<file path="src/rtl/piso_shift_register.sv">
// Parallel-in, serial-out shift register with a valid/ready load handshake.
// Emits one bit per enabled clock and supports back-to-back words with no idle gap.
module piso_shift_register #(
    parameter int WIDTH     = 4,
    parameter bit MSB_FIRST = 1'b1
) (
    input  logic             clk,
    input  logic             clr,
    input  logic             load_valid,
    output logic             load_ready,
    input  logic [WIDTH-1:0] D,
    input  logic             shift_en,
    output logic             Out,
    output logic             out_valid,
    output logic             busy,
    output logic             done
);

    localparam int CNT_W = $clog2(WIDTH);
    localparam logic [CNT_W-1:0] LAST = CNT_W'(WIDTH - 1);

    typedef enum logic {
        IDLE,
        SHIFT
    } state_t;

    state_t           state;
    logic [WIDTH-1:0] sreg;
    logic [CNT_W-1:0] cnt;
    logic             last_bit;
    logic             accept;

    // Last bit is being consumed this cycle; frees the register for a new word.
    assign last_bit   = (state == SHIFT) && shift_en && (cnt == LAST);
    assign load_ready = (state == IDLE) || last_bit;
    assign accept     = load_valid && load_ready;

    assign busy      = (state == SHIFT);
    assign out_valid = (state == SHIFT);

    always_comb begin
        Out = 1'b0;
        if (state == SHIFT) begin
            Out = MSB_FIRST ? sreg[WIDTH-1] : sreg[0];
        end
    end

    // NOTE: state registers use non-blocking assignments so every flop samples
    // pre-edge values; the combinational logic above uses continuous assigns.
    always_ff @(posedge clk or negedge clr) begin
        if (!clr) begin
            state <= IDLE;
            sreg  <= '0;
            cnt   <= '0;
            done  <= 1'b0;
        end else begin
            done <= last_bit;
            if (accept) begin
                sreg  <= D;
                cnt   <= '0;
                state <= SHIFT;
            end else if ((state == SHIFT) && shift_en) begin
                sreg  <= MSB_FIRST ? {sreg[WIDTH-2:0], 1'b0} : {1'b0, sreg[WIDTH-1:1]};
                cnt   <= cnt + 1'b1;
                if (cnt == LAST) begin
                    state <= IDLE;
                end
            end
        end
    end

endmodule

</file>
<file path="config.mk">
export PLATFORM = sky130hd
export DESIGN_NAME = piso_shift_register
export DESIGN_NICKNAME = d
export VERILOG_FILES = /design/src/rtl/piso_shift_register.sv
export SDC_FILE = /design/constraint.sdc
export NUM_CORES = 1
export LEC_CHECK = 0
export CAP_MARGIN = 0
export CELL_PAD_IN_SITES_DETAIL_PLACEMENT = 0
export CELL_PAD_IN_SITES_GLOBAL_PLACEMENT = 1
export CORE_AREA = 2 2 39 41
export CTS_BUF_LIST = sky130_fd_sc_hd__clkbuf_8
export DETAILED_ROUTE_END_ITERATION = 10
export DIE_AREA = 0 0 41 43
export GPL_ROUTABILITY_DRIVEN = 0
export GPL_TIMING_DRIVEN = 0
export PLACE_DENSITY_LB_ADDON = 0.1
export SYNTH_ARGS = -nofsm -noshare
export SYNTH_HDL_FRONTEND = slang
export SYNTH_SLANG_ARGS = --single-unit
export TNS_END_PERCENT = 10
</file>
<file path="constraint.sdc">
create_clock -name clk -period 1.5 [get_ports clk]
set_input_delay 0.15 -clock clk [delete_from_list [all_inputs] [get_ports clk]]
set_output_delay 0.15 -clock clk [all_outputs]
set_load 0.05 [all_outputs]
</file>
Word-level counts from Yosys, hierarchy flattened
Cells that the tools add are included.
{"block": "totals", "ff_bits": 8, "in_bits": 8, "output_inout_bits": 5, "elab_cells": 22}
{"block": "op_classes", "addsub": 1, "eq_ne": 1, "n_mux": 8, "bitwise_logic": 1, "n_reduce_logical": 7}
{"operator": "$mux W4", "n": 2}
{"operator": "$mux W1", "n": 4}
{"operator": "$mux W2", "n": 2}
{"operator": "$reduce_bool A2 Y1", "n": 2}
{"operator": "$logic_and A1 B1 Y1", "n": 3}
{"operator": "$add A2 B1 Y2 const B", "n": 1}
{"operator": "$eq A2 B2 Y1 const B", "n": 1}
{"operator": "$reduce_and A2 Y1", "n": 1}
{"operator": "$logic_or A1 B1 Y1", "n": 1}
{"operator": "$not A1 Y1", "n": 1}

Logic depth before layout (Yosys ltp)
Gate-level depths: netlist of the first run.
{"block": "depth", "word_depth": 6, "mapped_depth": 4, "mapped_depth_nobuf": 4}

Least setup slack after synthesis of the first run
Ideal clock, no wire load.
{"block": "synth_timing", "kind": "reg-to-reg", "from": "register state, in the netlist busy", "to": "register sreg[1]", "setup_time_ns": 0.074, "arrival_ns": 1.362, "required_ns": 1.426, "setup_slack_ns": 0.064, "stages_incl_launch_ff": 4, "n_path_buf": 0, "synth_period_minus_slack_ns": 1.436, "cell_sequence": "dfrtp_1 a21bo_4 and2_4 o21ai_2"}
{"block": "synth_via", "elab_chain_cells": 5, "word_cells_on_any_way": 7, "classes_between": "mux: 1; bitwise: 1; reduce/logical: 5"}
{"element": "start, declared", "line": "27", "source": "state_t state;"}
{"element": "start signal, assigned", "line": "52", "source": "state <= IDLE;"}
{"element": "start signal, assigned", "line": "61", "source": "state <= SHIFT;"}
{"element": "start signal, assigned", "line": "66", "source": "state <= IDLE;"}
{"element": "$logic_and A1 B1 Y1 (2 in series)", "line": "34", "source": "assign last_bit = (state == SHIFT) && shift_en && (cnt == LAST);"}
{"element": "$logic_or A1 B1 Y1 *", "line": "35", "source": "assign load_ready = (state == IDLE) || last_bit;"}
{"element": "named net load_ready", "line": "10", "source": "output logic load_ready,"}
{"element": "$logic_and A1 B1 Y1 *", "line": "36", "source": "assign accept = load_valid && load_ready;"}
{"element": "$mux W4 / $reduce_bool A2 Y1 (equally long branches)"}
{"element": "end signal, assigned", "line": "63", "source": "sreg <= MSB_FIRST ? {sreg[WIDTH-2:0], 1'b0} : {1'b0, sreg[WIDTH-1:1]};"}
{"element": "end, declared", "line": "28", "source": "logic [WIDTH-1:0] sreg;"}
Mark *: on every way through the listed nets, which the timed path passes. The rest lies on a longest branch.
A chain may end at the register's enable or synchronous reset.

Final worst setup path of the first run
{"block": "layout_timing", "from": "register cnt[0]", "to": "output load_ready"}
{"block": "layout_via", "elab_chain_cells": 3}
{"element": "start, declared", "line": "29", "source": "logic [CNT_W-1:0] cnt;"}
{"element": "start signal, assigned", "line": "64", "source": "cnt <= cnt + 1'b1;"}
{"element": "$eq A2 B2 Y1", "line": "34"}
{"element": "$logic_and A1 B1 Y1", "line": "34"}
{"element": "$logic_or A1 B1 Y1", "line": "35"}
{"element": "end, declared", "line": "10"}
Every way passes these cells.

==> out/results.txt, run 1 <==
Type of element capturing the critical path: output pin
Ant diodes: 0
Fin util: 40.4%
Root buffer cell: clkbuf_8
Count of different cell masters after synthesis: 15
Final setup vio count: 0
Mapped cell area: 387 µm²
Post-cts hold buffer count: 0
Result of the run: completed
Final hold violations: 0
Largest family of logic cells by synthesized area: simple AND/OR/NAND/NOR gates
Origin of the critical flop-to-flop path: cnt[0]
PortBufs: 12
Data arrival time of the critical path: 1.29 ns
Die footprint: 1760 µm²
Setup clock skew after layout: 0.00442 ns
Simple-gate portion of the synthesized area: 17.5%
Slew at the pin closest to its max-slew limit: 0.507 ns
Xor/xnor cell area share of the yosys netlist: 2.27%
Number of enable-type register cells in the synthesized netlist: 0
Clock transition time at the flip-flop clock pins of the worst setup and hold paths: 0.04 ns
Instance count of the mapped netlist: 33
Required arrival time at the worst endpoint: 1.35 ns
Number of buffers created by CTS: 3
CP max stage delay: 0.39 ns
First-pass detailed-route iteration total: 3
Number of clock sinks: 8
Min setup slack post-route: 0.0619 ns
Area share of fa/ha/maj cells after synthesis: 3.24%
Tmin final: 1.44 ns
Cell leakage power: 0.273 nW
Final routed wirelength across all metal layers: 756 µm
Maximum clock path buffer count: 2
Total number of vias: 295
Synth area leader: dfrtp_1
Clock latency at the later pin of the worst-skew pair: 0.23 ns
Post-DR vias/cell: 4.61
TritonCTS clock tree: yes
Total half-perimeter wirelength after legalization and detailed placement: 582 µm
Final clock period utilization by the worst path: 95.9%
Number of nets produced by synthesis: 42
RSZ-0062 raised after global routing: no
Pwr Density: 1860 nW/µm²
Chip Width: 41 µm
CP max-delay cell: dfrtp_1
Delay-heaviest family, CP: flip-flops
Initial antenna violation count: 0
Buf+Inv Stages, Crit Path: 1
Iteration-0 DRC Markers: 4
Async S/R FF share, synth: 100%
Main area contributors after synthesis: dfrtp_1 52%, o21ai_2 9.1%, mux2i_1 7.8%
Count of standard-cell rows: 14
Routed Antenna Nets: 0
FF-to-FF setup slack: 0.24 ns
Maximum level of the CTS H-tree: 1
Total number of nets in the final design: 59
Worst Setup SP: cnt[0]
Most frequent cells in the layout: 8 x dfrtp_1, 7 x clkdlybuf4s50_1, 5 x nand3_1
Total power draw: 0.00104 W
Layout cells sized above 1: 29.2%
Mux cell area share after synthesis: 7.77%
Final worst hold slack: 0.202 ns
Peak Freq: 0.695 GHz
Maximum vdd drop: 0.766 mV
Share of the synthesized area in compound gates (AO/OA/AOI/OAI): 15.5%
Leading cell type in the layout, fill and taps excluded: dfrtp_1
Flip-flop cell with the highest count after synthesis: dfrtp_1
IO Pins: 13
Final Max Tran Viols: 0
Cell breakdown of the critical path: ha_1 > a21bo_4 > buf_4
Warning count from the yosys run: 0
Vias in the first global route: 313
Number of register bits inferred by synthesis: 8
DRC viols: 0
Largest net degree at the start of global routing: 9
Sequential area share after synthesis: 51.8%
Tightest slew margin relative to the limit: 66.2%
Synth top area share: 51.8%
Fill cell instance count of the final layout: 139
Pre-CTS setup slack: -0.332 ns
Total congestion overflow after global routing: 0
First-pass GRT wire length: 1300 µm
Worst Setup Path Type: flop to output pin
Largest fanout on the critical path: 7
Number of max-cap violations: 0
Layout Area Growth over Synthesis: 44.7%
Critical Path Start Type: flop
Average wire length per cell after detail routing: 11.8 µm
Core area: 1380 µm²
Avg Inst Size Synth: 11.7 µm²
Type of the tightest min-delay check: input port to asynchronous set/reset pin
Vertical die dimension: 43 µm
Global-route usage over all layers: 11.4%
Effective utilization at floorplan: 27.9%
path summary, 6_finish.rpt:
path | to | depth (start not counted)
hold reg to reg | cnt[1] | 2
max in group asynchronous | busy | 1
setup reg to reg | sreg[3] | 4
min in group clk | sreg[1] | 3
hold / removal | sreg[3] | 1
setup / recovery | load_ready | 3
synth_stat cells (3+ instances only):
cell type	n
dfrtp_1	8
mux2i_1	3
nand2_1	3
nand3_1	5
o21ai_2	4
layout make-up:
class	count	area, µm²	area share (%)
flip-flops and latches	8	200	35.8
plain buffers	1	7.51	1.34
multi-input cells	24	179	32.0
repair buffers	12	111	19.9
clock buffers	3	41.3	7.38
well taps	16	20.0	3.58
what timing repair did:
| action | CTS | global route |
|---|---|---|
| setup buffers | 0 | 0 |
| resized for setup | 4 | 8 |
| setup endpoints to repair | 4 | 3 |
power breakdown:
part | switching (W) | internal, W | leakage [nW]
sequential | 0.0000472 | 0.000295 | 0.101
combinational | 0.000269 | 0.000177 | 0.151
clock | 0.0000786 | 0.000173 | 0.0216
total | 0.000395 | 0.000646 | 0.273
flip-flops by register name (all words and copies together), names as in the netlist:
name and cells:
busy 1, sreg 4, done 1, cnt 2
cell families after synthesis:
| group | count (synthesis) |
|---|---|
| and+or+nand+nor | 13 |
| DFF | 8 |
| AOI/OAI and AO/OA | 6 |
| muxes | 3 |
| xor gates and xnor gates | 1 |
| buffers and inverters | 1 |
| adders and majority gates | 1 |
layer usage:
layer,vias up,share of wire (%),track usage (%)
met4,0,0.66,8.00
met2,12,44,14.7
met3,2,9.0,3.14
met1,135,46,15.6
li1,146,-,-
met5,-,0,0
stage by stage:
| stage | cells | setup TNS (ns) | cell area [µm²] |
|---|---|---|---|
| floorplan | 33 | 0 | 387 |
| global placement | 61 | -0.320 | 527 |
| detailed placement | 61 | -0.348 | 527 |
| CTS | 64 | -0.178 | 562 |
| global route | 64 | 0 | 559 |
| finish | 64 | 0 | 559 |
Note: power is estimated with default switching activity, not from simulation.
==> run 2, diff against run 1 <==
--- a/config.mk
+++ b/config.mk
@@ -10,11 +10,12 @@
 export CELL_PAD_IN_SITES_GLOBAL_PLACEMENT = 1
 export CORE_AREA = 2 2 39 41
 export CTS_BUF_LIST = sky130_fd_sc_hd__clkbuf_8
+export CTS_CLUSTER_SIZE = 10
 export DETAILED_ROUTE_END_ITERATION = 10
 export DIE_AREA = 0 0 41 43
 export GPL_ROUTABILITY_DRIVEN = 0
 export GPL_TIMING_DRIVEN = 0
-export PLACE_DENSITY_LB_ADDON = 0.1
+export PLACE_DENSITY = 0.8
 export SYNTH_ARGS = -nofsm -noshare
 export SYNTH_HDL_FRONTEND = slang
 export SYNTH_SLANG_ARGS = --single-unit
==> run 2 against run 1 <==
Net effect: first-iteration DRC count fell by 25%; clock power rose by 2%; sequential power barely moved; flip-flop and latch count did not move; final cell count did not move; wire length fell by 1.6%; critical path depth did not move; critical endpoint unchanged.
==> out/results.txt, run 2 (synthesis results as in run 1) <==
IO Pins: 13
Origin of the critical flop-to-flop path: cnt[0]
Number of buffers created by CTS: 3
Critical Path Start Type: flop
Setup clock skew after layout: 0.00490 ns
Pwr Density: 1850 nW/µm²
Final clock period utilization by the worst path: 97.6%
Required arrival time at the worst endpoint: 1.35 ns
Total half-perimeter wirelength after legalization and detailed placement: 535 µm
Die footprint: 1760 µm²
Post-cts hold buffer count: 0
Average wire length per cell after detail routing: 11.6 µm
Clock transition time at the flip-flop clock pins of the worst setup and hold paths: 0.04 ns
Data arrival time of the critical path: 1.31 ns
Layout Area Growth over Synthesis: 45.3%
Slew at the pin closest to its max-slew limit: 0.499 ns
Worst Setup SP: cnt[0]
Final hold violations: 0
Total power draw: 0.00104 W
Tmin final: 1.46 ns
Maximum clock path buffer count: 2
Peak Freq: 0.683 GHz
Placed cell count: 61
Most frequent cells in the layout: 8 x dfrtp_1, 7 x clkdlybuf4s50_1, 5 x nand3_1
Vias in the first global route: 279
First-pass GRT wire length: 1160 µm
Tightest slew margin relative to the limit: 66.7%
Global-route usage over all layers: 10.8%
Final setup vio count: 0
Total congestion overflow after global routing: 0
DRC viols: 0
Clock latency at the later pin of the worst-skew pair: 0.23 ns
Result of the run: completed
Cell leakage power: 0.273 nW
Final routed wirelength across all metal layers: 744 µm
Final Max Tran Viols: 0
Type of the tightest min-delay check: input port to asynchronous set/reset pin
Largest register by flop count: sreg
Count of placed standard cells in the final layout, fillers left out: 64
Pre-CTS setup slack: -0.318 ns
Leading cell type in the layout, fill and taps excluded: dfrtp_1
Initial antenna violation count: 0
Number of clock sinks: 8
Number of max-cap violations: 0
Root buffer cell: clkbuf_8
Core area: 1380 µm²
First-pass detailed-route iteration total: 4
RSZ-0062 raised after global routing: yes
Total number of nets in the final design: 59
Layout cells sized above 1: 27.1%
Vertical die dimension: 43 µm
Cell breakdown of the critical path: ha_1 > a21bo_4 > buf_2
Total number of vias: 290
Effective utilization at floorplan: 27.9%
Worst Setup Path Type: flop to output pin
Leading registers by flop count: sreg x4, cnt x2
Min setup slack post-route: 0.0363 ns
Count of standard-cell rows: 14
PortBufs: 12
Chip Width: 41 µm
TritonCTS clock tree: yes
CP max stage delay: 0.39 ns
Largest net degree at the start of global routing: 9
Type of element capturing the critical path: output pin
Routed Antenna Nets: 0
Number of flip-flops under the largest register name: 4
CP max-delay cell: dfrtp_1
Largest fanout on the critical path: 7
Maximum vdd drop: 0.474 mV
Post-DR vias/cell: 4.53
Iteration-0 DRC Markers: 3
Ant diodes: 0
Maximum level of the CTS H-tree: 1
==> run 2: metal layers <==
layer  up-vias  global-route usage, %  part of all wire [%]
met5         -                      0                     0
met4         0                   8.00                   1.9
met3         2                   6.28                    10
met2        12                   14.1                    46
met1       131                   12.5                    42
li1        145                      -                     -
==> run 2: report_power, final <==
group          internal [W]  total (W)  switching [W]
Combinational      0.000176   0.000442       0.000266
Sequential         0.000295   0.000342      0.0000469
Clock              0.000174   0.000256      0.0000827
Total              0.000645    0.00104       0.000395
==> run 2: repair_timing <==
action                                  CTS  global route
resized for setup                         4             5
setup buffers                             0             0
endpoints found under the setup margin    4             3
==> run 2: area by class of cell <==
| cell class | count | area [µm²] |
|---|---|---|
| multi-input cells | 24 | 179 |
| well taps | 16 | 20.0 |
| fillers | 144 | 822 |
| flip-flops and latches | 8 | 200 |
| repair buffers | 12 | 114 |
| clock buffers | 3 | 41.3 |
| plain buffers | 1 | 7.51 |
==> run 2: through the flow <==
stage	utilization (%)	setup TNS, ns	hold WS [ns]	area (µm²)
after floorplan	-	0	-0.146	387
after global placement	38.1	-0.346	0.452	527
after detailed placement	38.1	-0.340	0.458	527
after CTS	40.6	-0.186	0.215	562
after global routing	40.6	-0.00600	0.242	562
final	40.6	0	0.201	562
==> run 2: worst paths after layout <==
path / end / slack [ns] / depth (start not counted)
worst min register to register: sreg[0] / 0.53 / 2
worst min-delay path: cnt[1] / 0.20 / 1
max in group asynchronous: sreg[3] / 1.03 / 1
worst max register to register: sreg[1] / 0.23 / 4
worst max-delay path: load_ready / 0.04 / 3
min in group clk: sreg[1] / 0.51 / 3
==> run 2: critical path, delay by kind of cell, from the launching register on <==
| family | cells | cell delay [ns] |
|---|---|---|
| flops | 1 | 0.39 |
| compound gates | 1 | 0.25 |
| buf+inv | 1 | 0.22 |
| fa+ha+maj | 1 | 0.23 |
